`config.mk`:
```
export PLATFORM = sky130hd
export DESIGN_NAME = plic_claim_arbiter_flat
export DESIGN_NICKNAME = d
export VERILOG_FILES = /design/src/rtl/plic_claim_arbiter_pkg.sv /design/src/rtl/plic_claim_arbiter_if.sv /design/src/rtl/plic_claim_arbiter_priority_tree.sv /design/src/rtl/plic_claim_arbiter.sv /design/src/flat_wrapper.sv
export SDC_FILE = /design/constraint.sdc
export NUM_CORES = 1
export LEC_CHECK = 0
export CAP_MARGIN = 5
export CORE_AREA = 3 3 458 460
export DETAILED_ROUTE_END_ITERATION = 8
export DIE_AREA = 0 0 461 463
export PLACE_DENSITY_LB_ADDON = 0.15
export SYNTH_ARGS = -nofsm -noshare
export SYNTH_HDL_FRONTEND = slang
export SYNTH_HIERARCHICAL = 1
export SYNTH_SLANG_ARGS = --single-unit
```
`constraint.sdc`:
```
create_clock -name clk -period 20.8 [get_ports clk]
set_clock_uncertainty 0.2 [all_clocks]
set_input_delay 6.24 -clock clk [delete_from_list [all_inputs] [get_ports clk]]
set_output_delay 6.24 -clock clk [all_outputs]
set_load 0.1 [all_outputs]
```
`src/rtl/plic_claim_arbiter_pkg.sv`:
```
// Shared types and helpers for the PLIC claim arbiter: FSM state encoding,
// ID width and the ID to one-hot conversion used when a claim is granted.
package plic_pkg;

    typedef enum logic [1:0] {IDLE, NOTIFY, SERVICE} plic_arb_state_t;

    localparam int PLIC_ID_W    = 32;
    localparam int PLIC_MAX_SRC = 1024;

    // ID 0 means "no interrupt" and maps to an all-zero vector.
    function automatic logic [PLIC_MAX_SRC-1:0] id_to_onehot(input logic [PLIC_ID_W-1:0] id);
        logic [PLIC_MAX_SRC-1:0] oh;
        oh = '0;
        for (int i = 0; i < PLIC_MAX_SRC; i++) begin
            oh[i] = (id == PLIC_ID_W'(i + 1));
        end
        return oh;
    endfunction

endpackage

```
`src/rtl/plic_claim_arbiter_if.sv`:
```
// Bundle between the pending/priority register block plus core claim/complete
// port (master) and the claim arbiter (slave).
interface plic_claim_arbiter_if #(
    parameter int N_INTERRUPTS = 32,
    parameter int PRIO_W       = 3
);
    logic [N_INTERRUPTS-1:0]                        pending_interrupts;
    logic [N_INTERRUPTS-1:0][plic_pkg::PLIC_ID_W-1:0] interrupt_priority_regs;
    logic [N_INTERRUPTS-1:0]                        enable_mask;
    logic [PRIO_W-1:0]                              threshold;
    logic                                           claim_req;
    logic                                           complete_req;
    logic [plic_pkg::PLIC_ID_W-1:0]                 complete_id;
    logic [plic_pkg::PLIC_ID_W-1:0]                 claim_id;
    logic [N_INTERRUPTS-1:0]                        active_interrupt;
    logic                                           interrupt_claimed;
    logic                                           irq_out;

    modport master (
        output pending_interrupts, interrupt_priority_regs, enable_mask, threshold,
        output claim_req, complete_req, complete_id,
        input  claim_id, active_interrupt, interrupt_claimed, irq_out
    );

    modport slave (
        input  pending_interrupts, interrupt_priority_regs, enable_mask, threshold,
        input  claim_req, complete_req, complete_id,
        output claim_id, active_interrupt, interrupt_claimed, irq_out
    );
endinterface

```
`src/rtl/plic_claim_arbiter_priority_tree.sv`:
```
// Combinational tournament max-find over eligible sources; on equal priority
// the left (lower-index) subtree always wins.
module plic_priority_tree #(
    parameter int N      = 32,
    parameter int PRIO_W = 3,
    parameter int IDX_W  = (N > 1) ? $clog2(N) : 1
) (
    input  logic [N-1:0]             eligible,
    input  logic [N-1:0][PRIO_W-1:0] prio,
    output logic                     valid,
    output logic [IDX_W-1:0]         index,
    output logic [PRIO_W-1:0]        max_prio
);
    localparam int LEVELS = $clog2(N);
    localparam int LEAVES = 1 << LEVELS;
    localparam int NODES  = 2 * LEAVES - 1;

    logic [LEAVES-1:0]             leaf_valid;
    logic [LEAVES-1:0][IDX_W-1:0]  leaf_idx;
    logic [LEAVES-1:0][PRIO_W-1:0] leaf_prio;

    logic              node_valid [NODES];
    logic [IDX_W-1:0]  node_idx   [NODES];
    logic [PRIO_W-1:0] node_prio  [NODES];

    // Pad the source list up to a power of two with never-valid leaves.
    for (genvar g = 0; g < LEAVES; g++) begin : g_leaf
        if (g < N) begin : g_real
            assign leaf_valid[g] = eligible[g];
            assign leaf_idx[g]   = IDX_W'(g);
            assign leaf_prio[g]  = prio[g];
        end else begin : g_pad
            assign leaf_valid[g] = 1'b0;
            assign leaf_idx[g]   = '0;
            assign leaf_prio[g]  = '0;
        end
    end

    // Heap layout: node n has children 2n+1 (lower indices) and 2n+2.
    always_comb begin
        node_valid = '{default: 1'b0};
        node_idx   = '{default: '0};
        node_prio  = '{default: '0};
        for (int i = 0; i < LEAVES; i++) begin
            node_valid[LEAVES-1+i] = leaf_valid[i];
            node_idx[LEAVES-1+i]   = leaf_idx[i];
            node_prio[LEAVES-1+i]  = leaf_prio[i];
        end
        for (int n = LEAVES - 2; n >= 0; n--) begin
            if (node_valid[2*n+2] &&
                (!node_valid[2*n+1] || (node_prio[2*n+2] > node_prio[2*n+1]))) begin
                node_valid[n] = 1'b1;
                node_idx[n]   = node_idx[2*n+2];
                node_prio[n]  = node_prio[2*n+2];
            end else begin
                node_valid[n] = node_valid[2*n+1];
                node_idx[n]   = node_idx[2*n+1];
                node_prio[n]  = node_prio[2*n+1];
            end
        end
    end

    assign valid    = node_valid[0];
    assign index    = node_idx[0];
    assign max_prio = node_prio[0];

endmodule

```
`src/rtl/plic_claim_arbiter.sv`:
```
// PLIC arbitration and claim/complete controller for a single hart: registers
// the winning candidate, raises irq_out and tracks the one outstanding claim.
module plic_claim_arbiter
    import plic_pkg::*;
#(
    parameter int N_interrupts = 32,
    parameter int PRIO_W       = 3
) (
    input logic                 clk,
    input logic                 n_rst,
    plic_claim_arbiter_if.slave bus
);
    localparam int IDX_W = (N_interrupts > 1) ? $clog2(N_interrupts) : 1;

    plic_arb_state_t state_q, state_d;

    logic                    cand_valid_q;
    logic [PLIC_ID_W-1:0]    cand_id_q;
    logic [PRIO_W-1:0]       cand_prio_q;
    logic [PLIC_ID_W-1:0]    claim_id_q, claim_id_d;
    logic [PLIC_ID_W-1:0]    svc_id_q, svc_id_d;
    logic [N_interrupts-1:0] active_q, active_d;
    logic                    claimed_q, claimed_d;

    logic [N_interrupts-1:0][PRIO_W-1:0] prio;
    logic [N_interrupts-1:0]             eligible;
    logic                                tree_valid;
    logic [IDX_W-1:0]                    tree_idx;
    logic [PRIO_W-1:0]                   tree_prio;
    logic                                complete_hit;
    logic                                unused_bits;

    // Only the low PRIO_W bits of each priority register carry meaning.
    always_comb begin
        prio        = '0;
        eligible    = '0;
        unused_bits = ^cand_prio_q;
        for (int i = 0; i < N_interrupts; i++) begin
            prio[i]     = bus.interrupt_priority_regs[i][PRIO_W-1:0];
            eligible[i] = bus.pending_interrupts[i] & bus.enable_mask[i] & ~active_q[i] &
                          (prio[i] > bus.threshold);
            unused_bits = unused_bits ^ (^bus.interrupt_priority_regs[i][PLIC_ID_W-1:PRIO_W]);
        end
    end

    plic_priority_tree #(
        .N      (N_interrupts),
        .PRIO_W (PRIO_W),
        .IDX_W  (IDX_W)
    ) u_tree (
        .eligible (eligible),
        .prio     (prio),
        .valid    (tree_valid),
        .index    (tree_idx),
        .max_prio (tree_prio)
    );

    // Completion is matched against the in-service ID rather than claim_id,
    // because a stray claim during SERVICE overwrites claim_id with 0.
    assign complete_hit = (state_q == SERVICE) && bus.complete_req &&
                          (bus.complete_id == svc_id_q) && (svc_id_q != '0) &&
                          (svc_id_q <= PLIC_ID_W'(N_interrupts));

    always_comb begin
        state_d    = state_q;
        claim_id_d = claim_id_q;
        svc_id_d   = svc_id_q;
        active_d   = active_q;
        claimed_d  = 1'b0;
        case (state_q)
            IDLE: begin
                if (bus.claim_req) claim_id_d = '0;
                if (cand_valid_q)  state_d = NOTIFY;
            end
            NOTIFY: begin
                if (bus.claim_req && cand_valid_q) begin
                    state_d    = SERVICE;
                    claim_id_d = cand_id_q;
                    svc_id_d   = cand_id_q;
                    active_d   = N_interrupts'(id_to_onehot(cand_id_q));
                    claimed_d  = 1'b1;
                end else if (bus.claim_req) begin
                    state_d    = IDLE;
                    claim_id_d = '0;
                end else if (!cand_valid_q) begin
                    state_d = IDLE;
                end
            end
            SERVICE: begin
                if (complete_hit) begin
                    state_d  = IDLE;
                    active_d = '0;
                    svc_id_d = '0;
                end
                if (bus.claim_req) claim_id_d = '0;
            end
            default: state_d = IDLE;
        endcase
    end

    // Candidate is re-registered every cycle; a claim always uses this copy.
    always_ff @(posedge clk or negedge n_rst) begin
        if (!n_rst) begin
            state_q      <= IDLE;
            cand_valid_q <= 1'b0;
            cand_id_q    <= '0;
            cand_prio_q  <= '0;
            claim_id_q   <= '0;
            svc_id_q     <= '0;
            active_q     <= '0;
            claimed_q    <= 1'b0;
        end else begin
            state_q      <= state_d;
            cand_valid_q <= tree_valid;
            cand_id_q    <= tree_valid ? (PLIC_ID_W'(tree_idx) + PLIC_ID_W'(1)) : '0;
            cand_prio_q  <= tree_valid ? tree_prio : '0;
            claim_id_q   <= claim_id_d;
            svc_id_q     <= svc_id_d;
            active_q     <= active_d;
            claimed_q    <= claimed_d;
        end
    end

    assign bus.irq_out           = (state_q == NOTIFY);
    assign bus.claim_id          = claim_id_q;
    assign bus.active_interrupt  = active_q;
    assign bus.interrupt_claimed = claimed_q;

endmodule

```
`src/flat_wrapper.sv`:
```
// flat-port wrapper written by rule: the top's interface ports become plain ports
module plic_claim_arbiter_flat import plic_pkg::*;
#(
    parameter int N_interrupts = 32,
    parameter int PRIO_W       = 3
)
  (clk, n_rst, bus_pending_interrupts, bus_interrupt_priority_regs, bus_enable_mask, bus_threshold, bus_claim_req, bus_complete_req, bus_complete_id, bus_claim_id, bus_active_interrupt, bus_interrupt_claimed, bus_irq_out);
  plic_claim_arbiter_if #(.N_INTERRUPTS((32)), .PRIO_W(PRIO_W)) bus_i ();
  input logic clk;
  input logic n_rst;
  input wire logic [$bits(bus_i.pending_interrupts)-1:0] bus_pending_interrupts;
  input wire logic [$bits(bus_i.interrupt_priority_regs)-1:0] bus_interrupt_priority_regs;
  input wire logic [$bits(bus_i.enable_mask)-1:0] bus_enable_mask;
  input wire logic [$bits(bus_i.threshold)-1:0] bus_threshold;
  input wire logic [$bits(bus_i.claim_req)-1:0] bus_claim_req;
  input wire logic [$bits(bus_i.complete_req)-1:0] bus_complete_req;
  input wire logic [$bits(bus_i.complete_id)-1:0] bus_complete_id;
  output wire logic [$bits(bus_i.claim_id)-1:0] bus_claim_id;
  output wire logic [$bits(bus_i.active_interrupt)-1:0] bus_active_interrupt;
  output wire logic [$bits(bus_i.interrupt_claimed)-1:0] bus_interrupt_claimed;
  output wire logic [$bits(bus_i.irq_out)-1:0] bus_irq_out;
  assign bus_i.pending_interrupts = bus_pending_interrupts;
  assign bus_i.interrupt_priority_regs = bus_interrupt_priority_regs;
  assign bus_i.enable_mask = bus_enable_mask;
  assign bus_i.threshold = bus_threshold;
  assign bus_i.claim_req = bus_claim_req;
  assign bus_i.complete_req = bus_complete_req;
  assign bus_i.complete_id = bus_complete_id;
  assign bus_claim_id = bus_i.claim_id;
  assign bus_active_interrupt = bus_i.active_interrupt;
  assign bus_interrupt_claimed = bus_i.interrupt_claimed;
  assign bus_irq_out = bus_i.irq_out;
  plic_claim_arbiter #(.N_interrupts(N_interrupts), .PRIO_W(PRIO_W)) u_core (.clk(clk), .n_rst(n_rst), .bus(bus_i));
endmodule
```
==> metrics.md <==
| Metric | Value |
|---|---|
| Share of cells above drive strength 1 | 6.94% |
| Cts hold-fix bufs | 0 |
| First-pass GRT wire length | just over 90000 um |
| Critical path's most frequent cell | ha_1 |
| DR vias | about 11000 |
| YS warnings | 6 |
| Peak supply drop | between 0.02 and 0.03 mV |
| Slew Viols, Final | 0 |
| DIE AREA | about 210000 sq um |
| Fmax | between 60 and 70 MHz |
| # IOs | around 1200 |
| Nets | roughly 2900 |
| Max_cap viols | 0 |
| Worst path max stage delay | just under 0.9 ns |
| CTS resizes | 0 |
| GRT busiest layer | met2 |
| TNS Setup | 0 ns |
| Starting density of the core | between 5 and 6% |
| Final Instance Area | around 17000 sq um |
| Top delay family on crit path | compound AO/OA/AOI/OAI gates |
| Drt wl/cell | approximately 16 um |
| Worst skew pair latency | roughly 0.36 ns |
| Worst Path Buf+Inv | 7 |
| Post-synthesis cell count | 1314 |
| Final Worst Setup Slack | 4.45 ns |
| Met1 GRT Util | roughly 8.3% |
| Setup WS pre-CTS | 3.95 ns |
| DRT antenna net count | 0 |
| Worst-margin pin slew | 1.16 ns |
| Max H-tree Level | 3 |
| CTS Sinks | 80 |
| Global-route met3 utilization | approximately 1.9% |
| Port Buffers | between 200 and 300 |
| Worst slew margin | 22.1% |
| Final hold vios | 0 |
| DIE WIDTH | around 460 um |
| RSZ-0062 raised after global routing | no |
| Post-CTS setup buffers | 0 |
| Grt total ovfl | 0 |
| Clk buf depth | 2 |
| Worst Path Required | roughly 21 ns |
| Site Rows | around 170 |
| CTS tree | built |
| Status | completed |
| CP arrival | about 16 ns |
| Vias in the first global route | around 11000 |
| Post-route minimum period | ~16 ns |
| Tot GR Track Use | under 10% |
| Crit Path Max Fanout | 9 |
| Setup violators final | 0 |
| Synth Net Count | about 2600 |
| Initial antenna violation count | slightly below 60 |
| Root buf cell | clkbuf_16 |
| Leakage | 7.18 nW |
| Drt drc | 0 |
| DRT iter0 DRCs | between 400 and 500 |
| WL final | between 60000 and 70000 um |
| GR Util met2 | between 10% and 20% |
| Hold Crit Class | reg2reg |
| Crit. End Element | flip-flop |
| First-pass iteration count of the detailed router | 5 |
| Post-DP HPWL | slightly below 60000 um |
| Gpl congestion | about 0.7 |
| Startpoint types | input port |
| Die Ht | 463 um |
| Core area | between 200000 and 250000 sq um |
| Largest net degree at the start of global routing | about 50 |
| Clock Pin Slew Worst Setup and Hold Paths | 0.07 ns |
| Crit Path Class | in2reg |
| Slowest-stage cell, CP | o21ai_1 |
| Syn avg cell area | slightly above 8 sq um |
| Synth Cell Area | 10800 sq um |
| Area Overhead vs Synth | 59.3% |
| Power per Cell Area | 62.7 nW/um^2 |
| Vias per Instance | 2.49 |
| Placed cell area | approximately 17000 sq um |
| CTS Buf Count | 9 |
| Final period util | around four fifths |
routing by layer:
| layer | wire (um) | vias to the layer above |
|---|---|---|
| met5 | 78 | - |
| met4 | 1070 | 14 |
| met2 | 30700 | 293 |
| met3 | 3940 | 81 |
| met1 | 32200 | 4931 |
| li1 | - | 5398 |
final cells by class:
class	count	area [sq um]
well taps	2704	3380
fillers	24100	189000
clock buffers	11	253
multi-input cells	1024	8040
repair buffers	289	2790
clock inverters	5	38.8
flip-flops and latches	80	2000
diodes	13	32.5
inverters	177	664
layout by cell type, fill, tap and decap left out, types with 6 or more instances in the layout:
cell	instances
and3_1	56
inv_1	174
and2_1	31
diode_2	13
mux2i_1	51
nor4_2	10
nor3_1	76
nor2b_1	17
nand2_1	108
nand3_1	22
clkbuf_16	9
a21o_1	76
buf_4	40
dfrtp_1	80
a21oi_1	55
o211ai_1	6
o221ai_1	33
mux2_2	9
or2_1	11
clkdlybuf4s50_1	249
nand2b_1	12
nor4_1	36
a211oi_1	33
ha_1	190
o21ai_0	16
and3b_1	12
nand3b_1	43
nor2_1	13
nand4_1	8
xnor2_1	9
a22o_1	11
report_power, final:
part	leakage, nW	switching (mW)	internal (mW)
clock	0.142	0.0772	0.0883
sequential	1.09	0.0496	0.185
combinational	5.95	0.449	0.230
total	7.18	0.576	0.504
per-stage QoR:
stage	utilization, %	hold slack [ns]	total power [mW]	cells
after floorplan	-	0.285	0.660	1314
after global placement	8.18	0.268	0.949	4274
after detailed placement	8.18	0.270	0.943	4274
after CTS	8.32	0.289	1.12	4290
after global routing	8.32	0.312	1.18	4291
final	8.34	0.285	1.08	4303
flip-flops by register name (all words and copies together) (netlist names):
signal,flops
u_core/state_q,2
u_core/cand_valid_q,1
u_core/bus.claim_id,32
u_core/bus.active_interrupt,32
u_core/cand_id_q,6
u_core/svc_id_q,6
u_core/bus.interrupt_claimed,1
final timing paths:
path                                                              from                                     endpoint  slack (ns)  cells after the start
max                                                   bus_threshold[1]                u_core/cand_id_q[4]$_DFF_PN0_        4.45                     40
min                                 u_core/bus.claim_id[8]$_DFFE_PN0P_           u_core/bus.claim_id[8]$_DFFE_PN0P_        0.28                      1
max reg2reg                u_core/bus.active_interrupt[24]$_DFFE_PN0P_                u_core/cand_id_q[4]$_DFF_PN0_       11.08                     35
min reg2reg                         u_core/bus.claim_id[8]$_DFFE_PN0P_           u_core/bus.claim_id[8]$_DFFE_PN0P_        0.28                      1
max in group asynchronous                                        n_rst  u_core/bus.active_interrupt[29]$_DFFE_PN0P_       13.65                      2
min in group asynchronous                                        n_rst          u_core/bus.claim_id[23]$_DFFE_PN0P_        5.62                      1
Power figures use the tool's default switching activity.
